## src/rtl/uart_rx_frame_ctrl_if.sv

```systemverilog
// Byte-stream / packet-stream bundle between the UART receiver, frame controller and downstream sink.
interface uart_rx_frame_ctrl_if;
  logic [7:0] data_byte;
  logic       Rx_Done;
  logic [2:0] baud_set;
  logic [7:0] out_data;
  logic       out_valid;
  logic       out_last;
  logic       out_ready;
  logic       frame_err;
  logic [1:0] err_code;

  modport master (
    output data_byte, Rx_Done, out_ready,
    input  baud_set, out_data, out_valid, out_last, frame_err, err_code
  );

  modport slave (
    input  data_byte, Rx_Done, out_ready,
    output baud_set, out_data, out_valid, out_last, frame_err, err_code
  );
endinterface

```

## src/rtl/uart_rx_frame_ctrl.sv

```systemverilog
// Frames UART bytes (HEADER, LEN, payload, CHK), checks the sum and streams good payloads out.
// Optional config frames reprogramming baud_set are enabled by defining UART_FRAME_CFG_EN.
module uart_rx_frame_ctrl #(
  parameter int unsigned MAX_LEN      = 16,
  parameter int unsigned TIMEOUT_CYC  = 50000,
  parameter logic [7:0]  HEADER       = 8'hAA,
`ifdef UART_FRAME_CFG_EN
  parameter logic [7:0]  CFG_HEADER   = 8'h55,
`endif
  parameter logic [2:0]  BAUD_DEFAULT = 3'd0
) (
  input logic               Clk,
  input logic               Rst_n,
  uart_rx_frame_ctrl_if.slave bus
);

  localparam int unsigned LEN_W = $clog2(MAX_LEN + 1);
  localparam int unsigned IDX_W = (MAX_LEN > 1) ? $clog2(MAX_LEN) : 1;
  localparam int unsigned TMO_W = (TIMEOUT_CYC > 1) ? $clog2(TIMEOUT_CYC) : 1;

  typedef enum logic [2:0] {S_IDLE, S_LEN, S_PAYLOAD, S_CHK, S_SEND} state_t;

  state_t             state_q, state_d;
  logic [LEN_W-1:0]   len_q, len_d;
  logic [IDX_W-1:0]   wr_idx_q, wr_idx_d;
  logic [IDX_W-1:0]   rd_idx_q, rd_idx_d;
  logic [7:0]         sum_q, sum_d;
  logic [TMO_W-1:0]   tmo_q, tmo_d;
  logic [7:0]         out_data_q, out_data_d;
  logic               out_valid_q, out_valid_d;
  logic               out_last_q, out_last_d;
  logic               frame_err_q, frame_err_d;
  logic [1:0]         err_code_q, err_code_d;
  logic               buf_we;
  logic [7:0]         buf_mem [MAX_LEN];

  logic               rx;
  logic [7:0]         rx_byte;
  logic [IDX_W-1:0]   last_idx;
  logic [IDX_W-1:0]   rd_nxt;
  logic               tmo_hit;
  logic               in_frame;

`ifdef UART_FRAME_CFG_EN
  logic               is_cfg_q, is_cfg_d;
  logic [2:0]         baud_q, baud_d;
`endif

  assign rx       = bus.Rx_Done;
  assign rx_byte  = bus.data_byte;
  assign last_idx = IDX_W'(len_q - LEN_W'(1));
  assign rd_nxt   = rd_idx_q + IDX_W'(1);
  assign tmo_hit  = (tmo_q == TMO_W'(TIMEOUT_CYC - 1));
  assign in_frame = (state_q == S_LEN) || (state_q == S_PAYLOAD) || (state_q == S_CHK);

  // State register
  always_ff @(posedge Clk or negedge Rst_n) begin
    if (!Rst_n) state_q <= S_IDLE;
    else        state_q <= state_d;
  end

  // Next-state and next-output logic
  always_comb begin
    state_d     = state_q;
    len_d       = len_q;
    wr_idx_d    = wr_idx_q;
    rd_idx_d    = rd_idx_q;
    sum_d       = sum_q;
    out_data_d  = out_data_q;
    out_valid_d = out_valid_q;
    out_last_d  = out_last_q;
    frame_err_d = 1'b0;
    err_code_d  = err_code_q;
    buf_we      = 1'b0;
    tmo_d       = (rx || !in_frame || tmo_hit) ? '0 : tmo_q + TMO_W'(1);
`ifdef UART_FRAME_CFG_EN
    is_cfg_d    = is_cfg_q;
    baud_d      = baud_q;
`endif

    case (state_q)
      S_IDLE: begin
        if (rx) begin
          if (rx_byte == HEADER) begin
            state_d = S_LEN;
`ifdef UART_FRAME_CFG_EN
            is_cfg_d = 1'b0;
          end else if (rx_byte == CFG_HEADER) begin
            state_d  = S_LEN;
            is_cfg_d = 1'b1;
`endif
          end
        end
      end

      S_LEN: begin
        if (rx) begin
          if (rx_byte == 8'd0 || 32'(rx_byte) > MAX_LEN
`ifdef UART_FRAME_CFG_EN
              || (is_cfg_q && rx_byte != 8'd1)
`endif
             ) begin
            state_d     = S_IDLE;
            frame_err_d = 1'b1;
            err_code_d  = 2'd1;
          end else begin
            len_d    = LEN_W'(rx_byte);
            sum_d    = rx_byte;
            wr_idx_d = '0;
            state_d  = S_PAYLOAD;
          end
        end
      end

      S_PAYLOAD: begin
        if (rx) begin
          buf_we = 1'b1;
          sum_d  = sum_q + rx_byte;
          if (wr_idx_q == last_idx) state_d = S_CHK;
          else                      wr_idx_d = wr_idx_q + IDX_W'(1);
        end
      end

      S_CHK: begin
        if (rx) begin
          if (rx_byte == sum_q) begin
`ifdef UART_FRAME_CFG_EN
            if (is_cfg_q) begin
              baud_d  = buf_mem[0][2:0];
              state_d = S_IDLE;
            end else begin
`endif
              rd_idx_d    = '0;
              out_data_d  = buf_mem[0];
              out_last_d  = (last_idx == '0);
              out_valid_d = 1'b1;
              state_d     = S_SEND;
`ifdef UART_FRAME_CFG_EN
            end
`endif
          end else begin
            state_d     = S_IDLE;
            frame_err_d = 1'b1;
            err_code_d  = 2'd2;
          end
        end
      end

      S_SEND: begin
        // A byte arriving while draining is dropped; the stream itself carries on.
        if (rx) begin
          frame_err_d = 1'b1;
          err_code_d  = 2'd0;
        end
        if (out_valid_q && bus.out_ready) begin
          if (rd_idx_q == last_idx) begin
            out_valid_d = 1'b0;
            out_last_d  = 1'b0;
            state_d     = S_IDLE;
          end else begin
            rd_idx_d   = rd_nxt;
            out_data_d = buf_mem[rd_nxt];
            out_last_d = (rd_nxt == last_idx);
          end
        end
      end

      default: state_d = S_IDLE;
    endcase

    // Inter-byte timeout; a byte in the expiring cycle takes precedence.
    if (in_frame && !rx && tmo_hit) begin
      state_d     = S_IDLE;
      frame_err_d = 1'b1;
      err_code_d  = 2'd3;
    end
  end

  // Datapath and output registers
  always_ff @(posedge Clk or negedge Rst_n) begin
    if (!Rst_n) begin
      len_q       <= '0;
      wr_idx_q    <= '0;
      rd_idx_q    <= '0;
      sum_q       <= '0;
      tmo_q       <= '0;
      out_data_q  <= '0;
      out_valid_q <= 1'b0;
      out_last_q  <= 1'b0;
      frame_err_q <= 1'b0;
      err_code_q  <= '0;
    end else begin
      len_q       <= len_d;
      wr_idx_q    <= wr_idx_d;
      rd_idx_q    <= rd_idx_d;
      sum_q       <= sum_d;
      tmo_q       <= tmo_d;
      out_data_q  <= out_data_d;
      out_valid_q <= out_valid_d;
      out_last_q  <= out_last_d;
      frame_err_q <= frame_err_d;
      err_code_q  <= err_code_d;
    end
  end

  always_ff @(posedge Clk) begin
    if (buf_we) buf_mem[wr_idx_q] <= rx_byte;
  end

`ifdef UART_FRAME_CFG_EN
  always_ff @(posedge Clk or negedge Rst_n) begin
    if (!Rst_n) begin
      is_cfg_q <= 1'b0;
      baud_q   <= BAUD_DEFAULT;
    end else begin
      is_cfg_q <= is_cfg_d;
      baud_q   <= baud_d;
    end
  end
  assign bus.baud_set = baud_q;
`else
  assign bus.baud_set = BAUD_DEFAULT;
`endif

  assign bus.out_data  = out_data_q;
  assign bus.out_valid = out_valid_q;
  assign bus.out_last  = out_last_q;
  assign bus.frame_err = frame_err_q;
  assign bus.err_code  = err_code_q;

endmodule
```

## src/flat_wrapper.sv

```systemverilog
// flat-port wrapper written by rule: the top's interface ports become plain ports
module uart_rx_frame_ctrl_flat 
#(
  parameter int unsigned MAX_LEN      = 16,
  parameter int unsigned TIMEOUT_CYC  = 50000,
  parameter logic [7:0]  HEADER       = 8'hAA,

  parameter logic [2:0]  BAUD_DEFAULT = 3'd0
)
  (Clk, Rst_n, bus_data_byte, bus_Rx_Done, bus_out_ready, bus_baud_set, bus_out_data, bus_out_valid, bus_out_last, bus_frame_err, bus_err_code);
  uart_rx_frame_ctrl_if bus_i ();
  input logic Clk;
  input logic Rst_n;
  input wire logic [$bits(bus_i.data_byte)-1:0] bus_data_byte;
  input wire logic [$bits(bus_i.Rx_Done)-1:0] bus_Rx_Done;
  input wire logic [$bits(bus_i.out_ready)-1:0] bus_out_ready;
  output wire logic [$bits(bus_i.baud_set)-1:0] bus_baud_set;
  output wire logic [$bits(bus_i.out_data)-1:0] bus_out_data;
  output wire logic [$bits(bus_i.out_valid)-1:0] bus_out_valid;
  output wire logic [$bits(bus_i.out_last)-1:0] bus_out_last;
  output wire logic [$bits(bus_i.frame_err)-1:0] bus_frame_err;
  output wire logic [$bits(bus_i.err_code)-1:0] bus_err_code;
  assign bus_i.data_byte = bus_data_byte;
  assign bus_i.Rx_Done = bus_Rx_Done;
  assign bus_i.out_ready = bus_out_ready;
  assign bus_baud_set = bus_i.baud_set;
  assign bus_out_data = bus_i.out_data;
  assign bus_out_valid = bus_i.out_valid;
  assign bus_out_last = bus_i.out_last;
  assign bus_frame_err = bus_i.frame_err;
  assign bus_err_code = bus_i.err_code;
  uart_rx_frame_ctrl #(.MAX_LEN(MAX_LEN), .TIMEOUT_CYC(TIMEOUT_CYC), .HEADER(HEADER), .BAUD_DEFAULT(BAUD_DEFAULT)) u_core (.Clk(Clk), .Rst_n(Rst_n), .bus(bus_i));
endmodule
```

## config.mk

```make
export PLATFORM = sky130hd
export DESIGN_NAME = uart_rx_frame_ctrl_flat
export DESIGN_NICKNAME = d
export VERILOG_FILES = /design/src/rtl/uart_rx_frame_ctrl_if.sv /design/src/rtl/uart_rx_frame_ctrl.sv /design/src/flat_wrapper.sv
export SDC_FILE = /design/constraint.sdc
export NUM_CORES = 1
export LEC_CHECK = 0
export ABC_AREA = 1
export BUFFER_PORTS_ARGS = -buffer_cell sky130_fd_sc_hd__buf_2
export CORE_UTILIZATION = 35
export CTS_CLUSTER_DIAMETER = 60
export DETAILED_ROUTE_END_ITERATION = 6
export GPL_TIMING_DRIVEN = 0
export PLACE_DENSITY_LB_ADDON = 0.3
export REMOVE_ABC_BUFFERS = 1
export SLEW_MARGIN = 20
export SYNTH_ARGS = -nofsm -noshare
export SYNTH_HDL_FRONTEND = slang
export SYNTH_SLANG_ARGS = --single-unit
```

## constraint.sdc

```tcl
create_clock -name Clk -period 3 [get_ports Clk]
set_clock_uncertainty 0.2 [all_clocks]
set_input_delay 0.3 -clock Clk [delete_from_list [all_inputs] [get_ports Clk]]
set_output_delay 0.3 -clock Clk [all_outputs]
set_load 0.05 [all_outputs]
```

==> results.ini, run 1 <==
[worst_setup_path]
cp-end-kind = flop
r2r_cells = 5
crit_type = flop to flop
arrival_ns = 2.83
cp.depth = 5
crit_fanout = 12
crit_top_cell = nor2_1
required_ns = 2.86
crit_buf_inv = 1
rr_startpoint = u_core.state_q[0]$_DFFE_PN0P_
rrSetupSlack_ns = 0.02
cp_cell_sequence = nor3_4 > inv_2 > nor2_1 > nand2_1 > nor2_1
cp-start-kind = flop
timing.rr.end = u_core.buf_mem[7][6]$_DFFE_PP_
cp_top_family = simple AND/OR/NAND/NOR gates
critPathSlowestCell = nor2_1
cpPeakStageDelay_ns = 0.62

[logic_synthesis]
synth_area_sq_um = 8870
async_flop_share = 0.289
synth-seq-area-share = 0.580
synth_mux_area_frac = 0
syn_area_per_cell_sq_um = 9.10
synth_compound_area_frac = 0.0331
synth_cell_types = 46
synth_top_family_by_area = simple AND/OR/NAND/NOR gates
synth-seq-cells = 180
synth-simple-area-share = 0.283
yosys_most_used_dff = edfxtp_1
syn-instance-count = 975
ys_warn_count = 0
synth_xor_area_frac = 0.0195
synth_edf_count = 128
synthAdderAreaFrac = 0.0234

[power_and_ir_drop]
netSwitchingPower_mw = 1.18
swShare = 0.237
seqPwrFrac = 0.536
power_leakage_nw = 4.25
combPwrFrac = 0.031
power_density_nw_per_um2 = 501
internal-power_mw = 3.81
power.share.clock = 0.433
irDropWorstVdd_mv = 0.254

[routing]
drtIter0Drc = 431
wire_per_inst_um = 15.4
viasPerCell = 4.76
vias = 6332
drtPass1Iterations = 5
drtAntennaViolNets = 0
post-route-drc-count = 0
wl_mm = 20.5

[floorplanning]
core-area_sq_um = 24600
die_area_sq_um = 26000
die-height_um = 161
die_w_um = 161
ios = 28
initial_core_util = 0.361
rows = 57

[global_routing]
grt_overflow_total = 0
antenna_found_initial = 0
grt_pass1_vias = 6135
grt_pass1_wl_mm = 33.2
grt_max_degree = 67
grt_usage = 0.167

[layout]
syn2layout_area_growth_pct = 12.2
finalNetCount = 1021
antennaDiodeCount = 0
final_cells = 1329
n_fill_cell = 2439
drive_gt1_frac = 0.128

[timing]
fin_ws_ns = 0.0245
period_needed_ns = 2.98
fin_crit_sh = 0.992
setup_viol = 0
final-hold-violation-count = 0
tns_ns = 0
drv_slew = 0
rsz0062_at_grt = yes
fmaxAchievable_mhz = 336
slew_headroom = 0.518
worst_pin_slew_ns = 0.721

[clocking]
clkTransAtPathRegs_ns = 0.07
numCtsBuffers = 17
clock_latency_ns = 0.44
clock-sinks = 180
cts_tree = yes
clockBufferDepth = 2
cts_root_buffer = clkbuf_16
cts_htree_levels = 4

[place]
dp_cells = 1292
io_buffers = 24
gp_congestion = 0.815
dp_slack_ns = -0.538
dp_hpwl_mm = 13.2

[run_status]
status = completed

[worst_hold_path]
hold_end = u_core.state_q[2]$_DFFE_PN0P_
hp-class = input port to flop
hold_path_depth = 4
min_from = bus_out_ready

[job]
drv_cap = 0

[power groups by stage]
stage / combinational [mW] / clock [mW] / sequential (mW)
2_1_floorplan: 0.0700 / 0 / 2.73
3_3_place_gp: 0.150 / 0 / 2.73
3_5_place_dp: 0.152 / 0 / 2.73
4_1_cts: 0.155 / 2.18 / 2.68
5_1_grt: 0.172 / 2.27 / 2.68
6_report: 0.155 / 2.16 / 2.68
[cell type report]
type                            instances  area (sq um)  share of cell area
Inverter                               86           337              0.0338
Multi-Input combinational cell        676          3280               0.329
Sequential cell                       180          5150               0.517
Timing Repair inverter                  1          7.51            0.000754
Tap cell                              324           405              0.0407
Clock inverter                         14           140              0.0141
Clock buffer                           17           425              0.0427
Timing Repair Buffer                   31           218              0.0219
[stage by stage]
stage | util | instance area (sq um) | hold WS, ns | power, mW
finish | 0.405 | 9960 | 0.0624 | 4.99
global route | 0.405 | 9960 | 0.0959 | 5.12
CTS | 0.402 | 9900 | 0.0641 | 5.01
detailed placement | 0.376 | 9250 | 0.196 | 2.88
global placement | 0.374 | 9200 | 0.252 | 2.88
floorplan | - | 8670 | -0.196 | 2.80
[worst reg2reg max path, cell delays in order, from the launching register on]
cell,delay [ns]
dfrtp_1,0.49
nor3_4,0.48
inv_2,0.23
nor2_1,0.30
nand2_1,0.27
nor2_1,0.62
[routing by layer]
layer  up-vias  GRT usage  part of all wire
met3        17     0.0267             0.036
met1      2976      0.225              0.47
met2       121      0.275              0.48
li1       3218          -                 -
met5         -          0                 0
met4         0     0.0527             0.013
[cells in the mapped netlist, types with 5 or more instances]
cell type / instances / area share
nand2_1: 348 / 0.15
edfxtp_1: 128 / 0.43
nand3_1: 100 / 0.056
inv_1: 76 / 0.032
nor2_1: 74 / 0.031
dfrtp_1: 52 / 0.15
nand2_2: 26 / 0.018
o21ai_1: 18 / 0.010
buf_2: 15 / 0.0085
ha_1: 15 / 0.021
nand4_1: 14 / 0.0099
o21ai_0: 14 / 0.0079
a21oi_1: 11 / 0.0062
xor2_1: 11 / 0.011
nor3_1: 8 / 0.0045
clkbuf_1: 7 / 0.0030
inv_2: 7 / 0.0030
buf_4: 5 / 0.0042
xnor2_1: 5 / 0.0049
[worst max path at each step]
stage / end / slack, ns / startpoint
2_1_floorplan: u_core.bus.out_data[0]$_DFFE_PN0P_ / -0.57 / u_core.rd_idx_q[0]$_DFFE_PN0P_
3_3_place_gp: u_core.bus.out_data[2]$_DFFE_PN0P_ / -2.61 / u_core.rd_idx_q[0]$_DFFE_PN0P_
3_5_place_dp: u_core.bus.out_data[2]$_DFFE_PN0P_ / -0.54 / u_core.rd_idx_q[0]$_DFFE_PN0P_
4_1_cts: u_core.buf_mem[7][4]$_DFFE_PP_ / -0.004 / u_core.state_q[1]$_DFFE_PN0P_
5_1_grt: u_core.buf_mem[7][4]$_DFFE_PP_ / -0.16 / u_core.state_q[1]$_DFFE_PN0P_
6_report: u_core.buf_mem[7][6]$_DFFE_PP_ / 0.02 / u_core.state_q[0]$_DFFE_PN0P_
[registers in the layout (all words and copies together) (netlist names)]
signal	count
u_core.buf_mem	128
u_core.tmo_q	16
u_core.bus.out_data	8
u_core.sum_q	8
u_core.len_q	4
u_core.rd_idx_q	4
u_core.wr_idx_q	4
u_core.state_q	3
u_core.bus.err_code	2
u_core.bus.frame_err	1
u_core.bus.out_last	1
u_core.bus.out_valid	1
[layout by cell type (no fill, tap or decap), drive strengths merged, types with 2 or more instances in the layout]
cell type    instances
ha                  15
dlygate4sd3          2
or2                  2
nand4               14
a21oi               12
nand2              375
clkinv               6
xor2                11
nor3                10
buf                 29
edfxtp             128
nor4                 3
o21ai               35
nand3              100
xnor2                7
dfrtp               52
inv                 91
a21o                 2
conb                 3
nand3b               3
clkbuf              17
nor2                78
clkinvlp             4
[repair_timing]
action	4_1_cts	5_1_grt
gates cloned	1	0
hold buffers	2	0
gates resized for setup	11	9
pin swaps	0	1
setup buffers	0	3
endpoints found under the hold margin	53	0
endpoints found under the setup margin	43	96
[cell families after synthesis]
kind of cell,after synthesis
AND/OR/NAND/NOR,586
flip-flops,180
buffers and inverters,121
AO/OA/AOI/OAI,53
XOR/XNOR,18
adder cells (fa/ha/maj),16
other,1
Note: power is estimated with default switching activity, not from simulation.
==> inputs of run 2 (changes only) <==
- CORE_ASPECT_RATIO: default -> 0.7
==> run 2 against run 1 <==
Count of clock-buffer cells in the layout up 3. Core utilization down 0.20 points. Global-route usage up 0.50 points. Die area about the same.
==> results.ini, run 2 (synthesis gave the netlist of run 1 again) <==
[clocking]
clock-sinks = 180  ; unchanged
cts_setup_buffers = 0  ; unchanged
numCtsBuffers = 17  ; unchanged
cts_tree = yes
clkTransAtPathRegs_ns = 0.07  ; about the same
cts_htree_levels = 4  ; unchanged
clockBufferDepth = 2  ; unchanged
clock_latency_ns = 0.43  ; about the same
cts_root_buffer = clkbuf_16

[place]
dp_hpwl_mm = 13.7  ; +3.7%
io_buffers = 24  ; unchanged
place_area_sq_um = 9260  ; about the same
gp_congestion = 0.870  ; +6.7%

[timing]
final-hold-violation-count = 0  ; unchanged
fin_crit_sh = 0.970  ; -0.0221
slew_headroom = 0.449  ; -0.0689
fmaxAchievable_mhz = 344  ; +2.3%
setup_viol = 0  ; unchanged
worst_pin_slew_ns = 0.824  ; +0.103 ns
drv_slew = 0  ; unchanged
holdWs_ns = 0.0226  ; -0.0398 ns
rsz0062_at_grt = yes
period_needed_ns = 2.91  ; -0.0663 ns

[routing]
wire_per_inst_um = 16.0  ; +4.1%
drtIter0Drc = 687  ; +59%
post-route-drc-count = 0  ; unchanged
vias = 6579  ; +3.9%
viasPerCell = 4.96  ; +4.1%
wl_mm = 21.3  ; +3.9%
drtAntennaViolNets = 0  ; unchanged
drtPass1Iterations = 5  ; unchanged

[global_routing]
grt_usage = 0.172  ; +0.00497
grt_pass1_wl_mm = 33.5  ; +1.0%
grt_pass1_vias = 5994  ; -2.3%
antenna_found_initial = 0  ; unchanged
grt_max_degree = 67  ; unchanged
grt_overflow_total = 0  ; unchanged

[layout]
multi_input_area_sq_um = 3250  ; -0.73%
largest_reg_flops = 128  ; unchanged
final_cell_mix = nand2_1 (348), edfxtp_1 (128), nand3_1 (100)
finalNetCount = 1017  ; -0.39%
utilization = 0.403  ; -0.00197
regMostFlops = u_core.buf_mem
antennaDiodeCount = 0  ; unchanged
seqCellArea_sq_um = 5150  ; unchanged
drive_gt1_frac = 0.122  ; -0.00660
final_common_cell = nand2_1
fin_area_sq_um = 9960  ; about the same
n_fill_cell = 2427  ; -0.49%
top_regs = u_core.buf_mem: 128 flops, u_core.tmo_q: 16 flops
syn2layout_area_growth_pct = 12.3  ; about the same

[worst_hold_path]
hp-class = input port to flop
hold_path_depth = 3  ; -1

[job]
drv_cap = 0  ; unchanged

[floorplanning]
ios = 28  ; unchanged
initial_core_util = 0.359  ; -0.00202
die_area_sq_um = 26000  ; about the same
core-area_sq_um = 24700  ; +0.56%
rows = 48  ; -16%
die-height_um = 135  ; -16%
die_w_um = 192  ; +19%

[worst_setup_path]
cp-start-kind = flop
crit_fanout = 12  ; unchanged
crit_type = flop to flop
arrival_ns = 2.76  ; -0.07 ns
required_ns = 2.85  ; about the same
r2r_cells = 6  ; +1
cp-end-kind = flop

[power_and_ir_drop]
power_density_nw_per_um2 = 529  ; +5.5%
power_mw = 5.27  ; +5.6%
power_leakage_nw = 4.25  ; +0.13%
irDropWorstVdd_mv = 0.514  ; +100%

[run_status]
status = completed

run 2: changes by cell type in the layout (fill, tap and decap cells not counted), sizes merged:
cell | before | now
clkbuf | 17 | 20
dlygate4sd3 | 2 | 1
buf | 29 | 26
clkinv | 6 | 4
inv | 91 | 86
bufinv | 0 | 5
run 2: final timing paths:
kind / slack (ns) / end / startpoint
worst max register to register: 0.09 / u_core.buf_mem[1][7]$_DFFE_PP_ / u_core.state_q[1]$_DFFE_PN0P_
min in group asynchronous: 0.26 / u_core.sum_q[4]$_DFFE_PN0P_ / Rst_n
worst min-delay path: 0.02 / u_core.sum_q[6]$_DFFE_PN0P_ / bus_Rx_Done
worst min register to register: 0.27 / u_core.bus.err_code[0]$_DFFE_PN0P_ / u_core.bus.err_code[0]$_DFFE_PN0P_
max in group asynchronous: 1.80 / u_core.rd_idx_q[0]$_DFFE_PN0P_ / Rst_n
worst max-delay path: 0.09 / u_core.buf_mem[1][7]$_DFFE_PP_ / u_core.state_q[1]$_DFFE_PN0P_
run 2: power by group:
part | total [mW] | internal (mW) | switching, mW
clock | 2.44 | 1.48 | 0.957
combinational | 0.153 | 0.0360 | 0.117
sequential | 2.68 | 2.67 | 0.00498
total | 5.27 | 4.19 | 1.08
run 2: repair_timing:
item / 4_1_cts / 5_1_grt
hold buffers: 1 / 0
hold endpoints to repair: 52 / 0
gates cloned: 0 / 1
setup endpoints to repair: 8 / 120
gates resized for setup: 1 / 15
run 2: per-layer routing:
metal	track usage	wire, um	part of all wire
met4	0.0311	123	0.0058
met5	0	0	0
met1	0.272	11100	0.52
met3	0.0370	1330	0.062
met2	0.239	8740	0.41
run 2: through the flow:
| stage | setup slack (ns) | cells | TNS [ns] |
|---|---|---|---|
| 3_5_place_dp | 0.0263 | 1293 | 0 |
| 4_1_cts | 0.00663 | 1326 | 0 |
| 3_3_place_gp | -2.65 | 1291 | -28.31 |
| 2_1_floorplan | -0.567 | 942 | -4.62 |
| 5_1_grt | -0.0820 | 1327 | -1.32 |
| 6_report | 0.0908 | 1327 | 0 |
run 2: cell type report:
type / count / area share
sequential: 180 / 0.517
multi-input combinational: 676 / 0.326
clock buffer: 20 / 0.0438
tap: 325 / 0.0408
inverter: 86 / 0.0334
clock inverter: 12 / 0.0201
timing repair buffer: 27 / 0.0181
timing repair inverter: 1 / 0.000753
run 2: critical path, cell delays in order, from the launching register on:
cell and delay (ns):
dfrtp_1 0.48, inv_2 0.10, nor3_4 0.37, inv_2 0.23, nor2_1 0.27, nand2_1 0.20
nor2_1 0.67
